`src/rtl/rv32m_pkg.sv`:
```
// rv32m_pkg: shared op/state enums and constants for the RV32M multiply/divide sequencer
package rv32m_pkg;
  typedef enum logic [2:0] {
    OP_MUL    = 3'b000,
    OP_MULH   = 3'b001,
    OP_MULHSU = 3'b010,
    OP_MULHU  = 3'b011,
    OP_DIV    = 3'b100,
    OP_DIVU   = 3'b101,
    OP_REM    = 3'b110,
    OP_REMU   = 3'b111
  } op_e;
  typedef enum logic [1:0] {S_IDLE, S_BUSY, S_DONE} state_e;
  localparam logic [31:0] DIV_ZERO_QUOT = 32'hFFFF_FFFF;
  localparam logic [31:0] SIGNED_MIN    = 32'h8000_0000;
  localparam int          ITERS         = 32;
endpackage

```
`src/rtl/rv32m_muldiv_ctrl_if.sv`:
```
// rv32m_muldiv_ctrl_if: EX-stage request/result bundle for the RV32M sequencer
interface rv32m_muldiv_ctrl_if #(parameter int WIDTH = 32);
  logic             i_valid;
  logic [2:0]       i_op;
  logic [WIDTH-1:0] i_rs1_data;
  logic [WIDTH-1:0] i_rs2_data;
  logic             i_flush;
  logic             o_ready;
  logic             o_stall;
  logic             o_valid;
  logic [WIDTH-1:0] o_result;
  modport slave (input i_valid, i_op, i_rs1_data, i_rs2_data, i_flush,
                 output o_ready, o_stall, o_valid, o_result);
  modport master (output i_valid, i_op, i_rs1_data, i_rs2_data, i_flush,
                  input o_ready, o_stall, o_valid, o_result);
endinterface

```
`src/rtl/rv32m_muldiv_datapath.sv`:
```
// rv32m_muldiv_datapath: magnitude shift-add/shift-subtract engine with sign fix-up (RV32M_FAST_MUL_EN: one-shot multiply)
module rv32m_muldiv_datapath
  import rv32m_pkg::*;
(
  input  logic        clk,
  input  logic        rst,
  input  logic        start_i,
  input  logic        step_i,
  input  op_e         op_i,
  input  logic [31:0] rs1_i,
  input  logic [31:0] rs2_i,
  output logic [31:0] res_o
);
  logic [63:0] acc_q, acc_d, mul_init, prod;
  logic [31:0] b_q, b_d, m1, m2;
  op_e         op_q, op_d;
  logic        neg_q, neg_d, n1, n2;
  logic [32:0] sum, rem_s, sub;
  assign n1 = rs1_i[31] && (op_i == OP_MULH || op_i == OP_MULHSU || op_i == OP_DIV || op_i == OP_REM);
  assign n2 = rs2_i[31] && (op_i == OP_MULH || op_i == OP_DIV || op_i == OP_REM);
  assign m1 = n1 ? -rs1_i : rs1_i;
  assign m2 = n2 ? -rs2_i : rs2_i;
`ifdef RV32M_FAST_MUL_EN
  assign mul_init = {32'b0, m1} * {32'b0, m2};
`else
  assign mul_init = {32'b0, m2};
`endif
  // one iteration: acc holds {partial, multiplier} for multiply and {remainder, dividend/quotient} for divide
  always_comb begin
    sum   = {1'b0, acc_q[63:32]} + (acc_q[0] ? {1'b0, b_q} : 33'd0);
    rem_s = acc_q[63:31];
    sub   = rem_s - {1'b0, b_q};
    op_d  = start_i ? op_i : op_q;
    neg_d = start_i ? ((op_i[2] && op_i[1]) ? n1 : n1 ^ n2) : neg_q;
    b_d   = start_i ? (op_i[2] ? m2 : m1) : b_q;
    acc_d = start_i ? (op_i[2] ? {32'b0, m1} : mul_init)
          : !step_i ? acc_q
          : op_q[2] ? (sub[32] ? {rem_s[31:0], acc_q[30:0], 1'b0} : {sub[31:0], acc_q[30:0], 1'b1})
          : {sum, acc_q[31:1]};
    prod  = neg_d ? -acc_d : acc_d;
    res_o = !op_d[2] ? (op_d[1:0] == 2'b00 ? prod[31:0] : prod[63:32])
          : op_d[1] ? (neg_d ? -acc_d[63:32] : acc_d[63:32])
          : (neg_d ? -acc_d[31:0] : acc_d[31:0]);
  end
  // operand, sign and accumulator state
  always_ff @(posedge clk) begin
    if (rst) begin
      acc_q <= '0;
      b_q   <= '0;
      op_q  <= OP_MUL;
      neg_q <= 1'b0;
    end else begin
      acc_q <= acc_d;
      b_q   <= b_d;
      op_q  <= op_d;
      neg_q <= neg_d;
    end
  end
endmodule

```
`src/rtl/rv32m_muldiv_ctrl.sv`:
```
// rv32m_muldiv_ctrl: RV32M multiply/divide sequencer with stall handshake (RV32M_FAST_MUL_EN: single-cycle multiply)
module rv32m_muldiv_ctrl
  import rv32m_pkg::*;
#(
  parameter int WIDTH = 32
) (
  input logic                  i_clk,
  input logic                  i_rst,
  rv32m_muldiv_ctrl_if.slave   bus
);
  state_e           state_q;
  logic [4:0]       cnt_q;
  logic             o_valid_q;
  logic [WIDTH-1:0] o_result_q;
  op_e              op;
  logic             accept, div_zero, ovf, early;
  logic [31:0]      early_res, dp_res;
  assign op       = op_e'(bus.i_op);
  assign accept   = bus.i_valid && state_q == S_IDLE && !bus.i_flush;
  assign div_zero = op[2] && bus.i_rs2_data == '0;
  assign ovf      = (op == OP_DIV || op == OP_REM) && bus.i_rs1_data == SIGNED_MIN && bus.i_rs2_data == '1;
`ifdef RV32M_FAST_MUL_EN
  assign early    = div_zero || ovf || !op[2];
`else
  assign early    = div_zero || ovf;
`endif
  assign early_res = div_zero ? (op[1] ? bus.i_rs1_data : DIV_ZERO_QUOT)
                   : ovf ? (op[1] ? 32'd0 : SIGNED_MIN) : dp_res;
  assign bus.o_ready  = state_q == S_IDLE;
  assign bus.o_stall  = (state_q == S_IDLE && bus.i_valid && !bus.i_flush) || state_q == S_BUSY;
  assign bus.o_valid  = o_valid_q;
  assign bus.o_result = o_result_q;
  rv32m_muldiv_datapath u_dp (
    .clk     (i_clk),
    .rst     (i_rst),
    .start_i (accept),
    .step_i  (state_q == S_BUSY),
    .op_i    (op),
    .rs1_i   (bus.i_rs1_data),
    .rs2_i   (bus.i_rs2_data),
    .res_o   (dp_res)
  );
  // IDLE -> BUSY/DONE on accept, 32 iterations in BUSY, one-cycle result pulse in DONE
  always_ff @(posedge i_clk) begin
    if (i_rst) begin
      state_q    <= S_IDLE;
      cnt_q      <= '0;
      o_valid_q  <= 1'b0;
      o_result_q <= '0;
    end else begin
      o_valid_q <= 1'b0;
      if (bus.i_flush) state_q <= S_IDLE;
      else begin
        case (state_q)
          S_IDLE: if (bus.i_valid) begin
            cnt_q     <= 5'(ITERS - 1);
            state_q   <= early ? S_DONE : S_BUSY;
            o_valid_q <= early;
            if (early) o_result_q <= early_res;
          end
          S_BUSY: begin
            cnt_q <= cnt_q - 5'd1;
            if (cnt_q == 5'd0) begin
              state_q    <= S_DONE;
              o_valid_q  <= 1'b1;
              o_result_q <= dp_res;
            end
          end
          default: state_q <= S_IDLE;
        endcase
      end
    end
  end
endmodule

```
`src/flat_wrapper.sv`:
```
// flat-port wrapper written by rule: the top's interface ports become plain ports
module rv32m_muldiv_ctrl_flat import rv32m_pkg::*;
#(
  parameter int WIDTH = 32
)
  (i_clk, i_rst, bus_i_valid, bus_i_op, bus_i_rs1_data, bus_i_rs2_data, bus_i_flush, bus_o_ready, bus_o_stall, bus_o_valid, bus_o_result);
  rv32m_muldiv_ctrl_if #(.WIDTH(WIDTH)) bus_i ();
  input logic i_clk;
  input logic i_rst;
  input wire logic [$bits(bus_i.i_valid)-1:0] bus_i_valid;
  input wire logic [$bits(bus_i.i_op)-1:0] bus_i_op;
  input wire logic [$bits(bus_i.i_rs1_data)-1:0] bus_i_rs1_data;
  input wire logic [$bits(bus_i.i_rs2_data)-1:0] bus_i_rs2_data;
  input wire logic [$bits(bus_i.i_flush)-1:0] bus_i_flush;
  output wire logic [$bits(bus_i.o_ready)-1:0] bus_o_ready;
  output wire logic [$bits(bus_i.o_stall)-1:0] bus_o_stall;
  output wire logic [$bits(bus_i.o_valid)-1:0] bus_o_valid;
  output wire logic [$bits(bus_i.o_result)-1:0] bus_o_result;
  assign bus_i.i_valid = bus_i_valid;
  assign bus_i.i_op = bus_i_op;
  assign bus_i.i_rs1_data = bus_i_rs1_data;
  assign bus_i.i_rs2_data = bus_i_rs2_data;
  assign bus_i.i_flush = bus_i_flush;
  assign bus_o_ready = bus_i.o_ready;
  assign bus_o_stall = bus_i.o_stall;
  assign bus_o_valid = bus_i.o_valid;
  assign bus_o_result = bus_i.o_result;
  rv32m_muldiv_ctrl #(.WIDTH(WIDTH)) u_core (.i_clk(i_clk), .i_rst(i_rst), .bus(bus_i));
endmodule
```
`config.mk`:
```
export PLATFORM = sky130hd
export DESIGN_NAME = rv32m_muldiv_ctrl_flat
export DESIGN_NICKNAME = d
export VERILOG_FILES = /design/src/rtl/rv32m_pkg.sv /design/src/rtl/rv32m_muldiv_ctrl_if.sv /design/src/rtl/rv32m_muldiv_datapath.sv /design/src/rtl/rv32m_muldiv_ctrl.sv /design/src/flat_wrapper.sv
export SDC_FILE = /design/constraint.sdc
export NUM_CORES = 1
export LEC_CHECK = 0
export ABC_CLOCK_PERIOD_IN_PS = 11900
export BUFFER_PORTS_ARGS = -buffer_cell sky130_fd_sc_hd__buf_4
export CORE_MARGIN = 5
export CORE_UTILIZATION = 60
export CTS_CLUSTER_DIAMETER = 150
export DETAILED_ROUTE_END_ITERATION = 8
export MAX_ROUTING_LAYER = met4
export PLACE_DENSITY = 0.79
export SLEW_MARGIN = 20
export SYNTH_ARGS = -nofsm -noshare
export SYNTH_HDL_FRONTEND = slang
export SYNTH_SLANG_ARGS = --single-unit
```
`constraint.sdc`:
```
create_clock -name i_clk -period 11.9 [get_ports i_clk]
set_input_delay 1.19 -clock i_clk [delete_from_list [all_inputs] [get_ports i_clk]]
set_output_delay 1.19 -clock i_clk [all_outputs]
set_load 0.02 [all_outputs]
```
Word level (Yosys, flattened, before mapping)
Index checks and enable logic that the tools add are counted.
{"block": "word_totals", "ff_bits": 140, "input_bits": 71, "output_inout_bits": 35, "word_cells": 89}
{"block": "op_classes", "addsub": 8, "eq_ne": 10, "n_mux": 35, "bitwise_logic": 2, "reduce_logical": 26}
{"op": "32-bit two-way mux", "n": 17}
{"op": "64-bit two-way mux", "n": 5}
{"op": "32-bit negator", "n": 4}
{"op": "32-bit == test (second input constant)", "n": 2}
{"op": "64-bit negator", "n": 1}
{"op": "32-bit one-hot mux with 2 select lines", "n": 1}
{"op": "32-bit by 32-bit adder with 33-bit output", "n": 1}
{"op": "33-bit by 32-bit subtractor with 33-bit output", "n": 1}
{"op": "32-bit zero test", "n": 1}
{"op": "5-bit one-hot mux with 2 select lines", "n": 1}
{"op": "1-bit logical AND", "n": 8}
{"op": "1-bit logical OR", "n": 8}
{"op": "3-bit == test (second input constant)", "n": 2}
{"op": "2-bit two-way mux", "n": 3}
{"op": "5-bit zero test", "n": 1}
{"op": "5-bit two-way mux", "n": 1}
{"op": "5-bit AND reduction", "n": 1}
{"op": "5-bit by 1-bit subtractor with 5-bit output (second input constant)", "n": 1}
{"op": "2-bit zero test", "n": 2}
{"op": "1-bit two-way mux", "n": 4}
{"op": "2-bit by 1-bit != test with 1-bit output (second input constant)", "n": 2}
{"op": "2-bit one-hot mux with 2 select lines", "n": 1}
{"op": "3-bit by 1-bit == test with 1-bit output (second input constant)", "n": 1}
{"op": "3-bit by 2-bit == test with 1-bit output (second input constant)", "n": 1}
{"op": "other kinds (11)", "n": 11}

Longest topological paths before layout
{"block": "logic_depth", "ltp_word": 17, "mapped_depth": 21, "ltp_nobuf": 19}

By module
From an unflattened synthesis, not the netlist that was laid out.
{"block": "unflattened", "cells_unflattened": 2411, "hier_area_um2": 17077.6}
{"mod": "rv32m_muldiv_datapath", "instances": 1, "cells_each": 2069, "area_per_inst_um2": 14505.2, "seq_area_each_um2": 2001.9}
{"mod": "rv32m_muldiv_ctrl", "instances": 1, "cells_each": 342, "area_per_inst_um2": 2572.5, "seq_area_each_um2": 800.8}

Worst setup path before layout
OpenSTA, ideal clock, no wires.
{"block": "synth_path", "path_kind": "input-to-reg", "startpoint": "input port bus_i_rs1_data[9]", "endpoint": "register u_core.o_result_q[21], in the netlist u_core.bus.o_result[21]", "setup_time_ns": 0.122, "arrival_time_ns": 5.160, "t_required_ns": 11.778, "path_slack_ns": 6.618, "cell_stages": 16, "n_path_buf": 2, "cell_sequence": "or4_1 -> buf_2 -> nor4b_4 -> buf_4 -> a21oi_1 -> xnor2_1 -> o221ai_1 -> nand3_1 -> or4_4 -> nor3_4 -> nand2_4 -> nor4_4 -> nand2_1 -> mux2i_1 -> and3_1 -> o32a_1"}
{"block": "synth_via", "elab_chain_cells": 13, "word_cells_on_any_way": 23, "classes_between": "add/sub: 3; eq/ne: 2; mux: 14; reduce/logical: 4"}
{"item": "start, declared", "line_no": "flat_wrapper.sv:12", "source": "input wire logic [$bits(bus_i.i_rs1_data)-1:0] bus_i_rs1_data;"}
{"item": "32-bit negator", "line_no": "rv32m_muldiv_datapath.sv:21", "source": "assign m1 = n1 ? -rs1_i : rs1_i;"}
{"item": "32-bit two-way mux", "line_no": "rv32m_muldiv_datapath.sv:21"}
{"item": "32-bit two-way mux", "line_no": "rv32m_muldiv_datapath.sv:36", "source": "acc_d = start_i ? (op_i[2] ? {32'b0, m1} : mul_init)"}
{"item": "64-bit two-way mux", "line_no": "rv32m_muldiv_datapath.sv:36"}
{"item": "64-bit negator / 32-bit negator (equally long branches)", "line_no": "rv32m_muldiv_datapath.sv:40, rv32m_muldiv_datapath.sv:43"}
{"item": "64-bit two-way mux / 32-bit two-way mux (equally long branches)", "line_no": "rv32m_muldiv_datapath.sv:40, rv32m_muldiv_datapath.sv:43"}
{"item": "32-bit two-way mux (on tied branches)", "line_no": "rv32m_muldiv_datapath.sv:41, rv32m_muldiv_datapath.sv:42"}
{"item": "32-bit two-way mux", "line_no": "rv32m_muldiv_datapath.sv:41", "source": "res_o = !op_d[2] ? (op_d[1:0] == 2'b00 ? prod[31:0] : prod[63:32])"}
{"item": "32-bit two-way mux", "line_no": "rv32m_muldiv_ctrl.sv:28", "source": ": ovf ? (op[1] ? 32'd0 : SIGNED_MIN) : dp_res;"}
{"item": "32-bit two-way mux", "line_no": "rv32m_muldiv_ctrl.sv:27", "source": "assign early_res = div_zero ? (op[1] ? bus.i_rs1_data : DIV_ZERO_QUOT)"}
{"item": "32-bit two-way mux", "line_no": "rv32m_muldiv_ctrl.sv:59", "source": "if (early) o_result_q <= early_res;"}
{"item": "32-bit two-way mux", "line_no": "rv32m_muldiv_ctrl.sv:55", "source": "S_IDLE: if (bus.i_valid) begin"}
{"item": "32-bit one-hot mux with 2 select lines", "line_no": "rv32m_muldiv_ctrl.sv:54", "source": "case (state_q)"}
{"item": "end signal, assigned", "line_no": "rv32m_muldiv_ctrl.sv:59"}
{"item": "end signal, assigned", "line_no": "rv32m_muldiv_ctrl.sv:66", "source": "o_result_q <= dp_res;"}
{"item": "end, declared", "line_no": "rv32m_muldiv_ctrl.sv:14", "source": "logic [WIDTH-1:0] o_result_q;"}
Parallel ways exist; a longest one is shown, timed or not. The select of a mux whose other input is x is not followed.
A chain may end at the register's enable or synchronous reset.

Worst setup path in the final report
{"block": "layout_path", "startpoint": "input port bus_i_op[2]", "endpoint": "register u_core.o_result_q[21], in the netlist u_core.bus.o_result[21]"}
{"block": "layout_via", "elab_chain_cells": 17, "word_cells_on_any_way": 41, "classes_between": "add/sub: 2; eq/ne: 5; mux: 19; bitwise: 1; reduce/logical: 14"}
{"item": "start, declared", "line_no": "flat_wrapper.sv:11", "source": "input wire logic [$bits(bus_i.i_op)-1:0] bus_i_op;"}
{"item": "3-bit by 1-bit == test with 1-bit output / 3-bit by 2-bit == test with 1-bit output (equally long branches)", "line_no": "rv32m_muldiv_datapath.sv:19, rv32m_muldiv_datapath.sv:20"}
{"item": "1-bit logical OR (3 in a row)", "line_no": "rv32m_muldiv_datapath.sv:19", "source": "assign n1 = rs1_i[31] && (op_i == OP_MULH || op_i == OP_MULHSU || op_i == OP_DIV || op_i == OP_REM);"}
{"item": "1-bit logical AND", "line_no": "rv32m_muldiv_datapath.sv:19"}
{"item": "32-bit two-way mux", "line_no": "rv32m_muldiv_datapath.sv:21"}
{"item": "32-bit two-way mux", "line_no": "rv32m_muldiv_datapath.sv:36"}
{"item": "64-bit two-way mux", "line_no": "rv32m_muldiv_datapath.sv:36"}
{"item": "64-bit negator / 32-bit negator (equally long branches)", "line_no": "rv32m_muldiv_datapath.sv:40, rv32m_muldiv_datapath.sv:43"}
{"item": "64-bit two-way mux / 32-bit two-way mux (equally long branches)", "line_no": "rv32m_muldiv_datapath.sv:40, rv32m_muldiv_datapath.sv:43"}
{"item": "32-bit two-way mux (on tied branches)", "line_no": "rv32m_muldiv_datapath.sv:41, rv32m_muldiv_datapath.sv:42"}
{"item": "32-bit two-way mux", "line_no": "rv32m_muldiv_datapath.sv:41"}
{"item": "32-bit two-way mux", "line_no": "rv32m_muldiv_ctrl.sv:28"}
{"item": "32-bit two-way mux", "line_no": "rv32m_muldiv_ctrl.sv:27"}
{"item": "32-bit two-way mux", "line_no": "rv32m_muldiv_ctrl.sv:59"}
{"item": "32-bit two-way mux", "line_no": "rv32m_muldiv_ctrl.sv:55"}
{"item": "32-bit one-hot mux with 2 select lines", "line_no": "rv32m_muldiv_ctrl.sv:54"}
Parallel ways exist; a longest one is shown, timed or not. The select of a mux whose other input is x is not followed.

==> metrics.txt <==
first-pass GRT wire length between 100 and 150 mm; Final Instance Area ~17000 sq um; post-synth net total 2410; worst path arrival time 6960 ps; cells on worst reg2reg path 17; worst r2r src u_core.u_dp.b_q[9]; CP startpoint bus_i_op[2]; Main synth FF type dfxtp_1; CTS root buf clkbuf_16; Crit Path Category in2reg; CP endpoint u_core.bus.o_result[21]; # clock sinks 140; Post-DP Area roughly 17000 sq um; First-pass DRT Iterations 7; I/O pins 106; final wirelength 67.6 mm; final setup margin around 5300 ps; VDD IR max 0.0000830 V; DR vias 19100; CTS Buf Count 17; hold crit path type reg2reg; pin count of the biggest net entering global routing 73; CTS tree yes; Tot GR Track Use between 40 and 50%; endpoints failing setup 0; vias in the first global route 17500; Syn Inst Count 2268; WP buf/inv 1; fin util between 60% and 70%; Tcrit/Tclk final a little under three fifths; Via density 7.25; iteration-0 DRC count of the detailed router 3052; Yosys top cell area share 17.6%; # fillers 2356; post-DP HPWL roughly 51 mm; Routed Antenna Nets 0; Clock Path Buffers 2; critical path peak fanout 61; post-placement cell count approximately 2600; Min Hold Slack 490 ps; CP Launch Type input pin; synth unique cells 101; DR DRC count 0; # H-tree levels 4; Synth Register Bits 140; clk_skew 23.9 ps; delay-heaviest family, CP simple AND/OR/NAND/NOR gates; Hold Buf Count CTS 0; max-cap viol count 0; post-CTS sizing 0; Initial Utilization between 60% and 70%; layout cells sized above 1 10.9%; met3 track demand over resource approximately a tenth; critical path endpoint category register; slowest CP cell or4b_1; Synth top cells by count 250 x nor2_1, 228 x nand2_1, 201 x a21oi_1; cells along the critical path buf_4 -> nand4bb_1 -> and2_1 -> mux2i_1 -> nand2_1 -> a31oi_1 -> nand4_1 -> or4b_1 -> nor3_4 -> nand2_4 -> nor4_4 -> nand2_1 -> mux2i_1 -> and3_1 -> o32a_1; clk_lat worst skew 450 ps; port bufs 105; GP Congestion ~1.1; Final Hold Fails 0; # nets final about 2400; post-synthesis cell area around 16000 sq um; YS warnings 0; remaining global-route overflow 0; Die ar. between 20000 and 30000 sq um; count leader, synth nor2_1; R2R Path End u_core.bus.o_result[26]; RSZ-0062 raised after global routing no; Crit path depth 15; die width approximately 170 microns; EDFF count, synth 0; final setup TNS 0 ps; Layout area overhead 9.58%; most used routing layer met2; GRT met2 Usage 65.8%; Post-Layout Cell Count ~2600; Max-slew headroom 24.3%; synthesized area per cell around 7 sq um; Die Height 173 microns; Reg2Reg Setup Slack around 5500 ps; FMAX 0.151 GHz; WL per Instance 25.7 microns; Synth async-reset ratio 0%; Largest stage delay, worst path between 700 and 800 ps; Std-Cell Rows 59; fin crit period approximately 6600 ps; pre-CTS setup slack 5110 ps; Post-CTS Repair Setup Buffers 0; cell taking the most area after synthesis dfxtp_1; pwr dens 97.6 nW/um^2; Tightest Pin Transition 1120 ps; Lkg Pwr between 6 and 7 nW; total power 1.70 mW; sequential share of the synthesized area about 18%; Slew Limit Fails 0; met1 usage 52.4%; antenna violations before repair 2; status finished, final reports clean; core region area 26100 sq um; clock slew at reported path FFs 80 ps; largest cells by area after synthesis dfxtp_1 18%, a21oi_1 6.3%, nor2_1 5.9%, ha_1 5.4%, nand2_1 5.4%; Worst EP required 12240 ps
-- report_power, final --
part	internal, mW	switching, mW
clock network	0.313	0.250
logic	0.210	0.411
registers	0.491	0.0229
-- per-layer routing --
metal,share of wire (%),wire length (microns)
met2,43,29200
met4,7.7,5230
met3,13,8490
met5,0,0
met1,37,24700
-- cells by family after synthesis --
| logic type | after synthesis | synth area share, % |
|---|---|---|
| AOI/OAI and AO/OA | 716 | 30.0 |
| xor gates and xnor gates | 161 | 9.04 |
| adders and majority gates | 71 | 5.69 |
| buffers and inverters | 233 | 5.82 |
| DFF | 140 | 17.6 |
| muxes | 74 | 4.76 |
| and+or+nand+nor | 873 | 27.0 |
-- state kept, by name (all words and copies together), names as in the netlist --
signal               count
u_core.cnt_q             5
u_core.u_dp.acc_q       64
u_core.u_dp.neg_q        1
u_core.state_q           2
u_core.u_dp.op_q         3
u_core.u_dp.b_q         32
u_core.bus.o_valid       1
u_core.bus.o_result     32
-- worst min-delay path, delay by kind of cell (launching register included) --
family,cells,cell delay (ps)
flip-flops,1,330
AND/OR/NAND/NOR,1,60
AO/OA/AOI/OAI,1,50
-- layout make-up --
class	count	area, sq um	area share (%)
diodes	2	5.00	0.0288
flip-flops and latches	140	2800	16.1
clock buffers	18	429	2.47
clock inverters	14	158	0.906
inverters	84	315	1.81
repair buffers	144	1080	6.21
well taps	335	419	2.41
multi-input cells	1895	12200	70.1
-- worst min-delay path by stage --
stage                            start                 endpoint  slack (ps)  cells past startpoint
2_1_floorplan      u_core.u_dp.b_q[24]      u_core.u_dp.b_q[24]         440                      2
3_3_place_gp   u_core.bus.o_result[21]  u_core.bus.o_result[21]         460                      1
3_5_place_dp        u_core.u_dp.b_q[3]       u_core.u_dp.b_q[3]         480                      2
4_1_cts             u_core.u_dp.b_q[3]       u_core.u_dp.b_q[3]         490                      2
5_1_grt            u_core.u_dp.b_q[14]      u_core.u_dp.b_q[14]         510                      2
6_report            u_core.u_dp.b_q[3]       u_core.u_dp.b_q[3]         490                      2
-- cells in the final DEF (no fill, tap or decap), types with 8 or more instances in the layout --
cell type | Yosys | final
nor2_1 | 250 | 250
nand2_1 | 228 | 228
a21oi_1 | 201 | 200
buf_4 | 1 | 144
dfxtp_1 | 140 | 139
o21ai_0 | 128 | 128
xnor2_1 | 93 | 93
inv_1 | 82 | 82
nor3_1 | 75 | 75
ha_1 | 69 | 69
xor2_1 | 66 | 66
mux2i_1 | 62 | 62
nand3_1 | 58 | 58
and2_1 | 47 | 47
a31oi_1 | 41 | 41
o211ai_1 | 40 | 40
nand4_1 | 38 | 38
a211oi_1 | 28 | 28
a21o_1 | 28 | 27
and3_1 | 27 | 27
nor2b_1 | 25 | 24
nor4_1 | 23 | 23
o221ai_1 | 19 | 19
o31ai_1 | 19 | 19
nand2b_1 | 18 | 18
or3_1 | 18 | 18
o21a_1 | 18 | 17
clkbuf_16 | 0 | 17
a311oi_1 | 16 | 16
o22ai_1 | 14 | 14
a221oi_1 | 13 | 13
a22oi_1 | 12 | 12
a41oi_1 | 12 | 12
mux2_2 | 11 | 11
a21boi_0 | 10 | 10
or2_2 | 10 | 10
o21ai_1 | 10 | 9
or4_1 | 9 | 9
o41ai_1 | 8 | 8
o311ai_0 | 8 | 8
No activity file was read; power rests on OpenSTA's default activity.
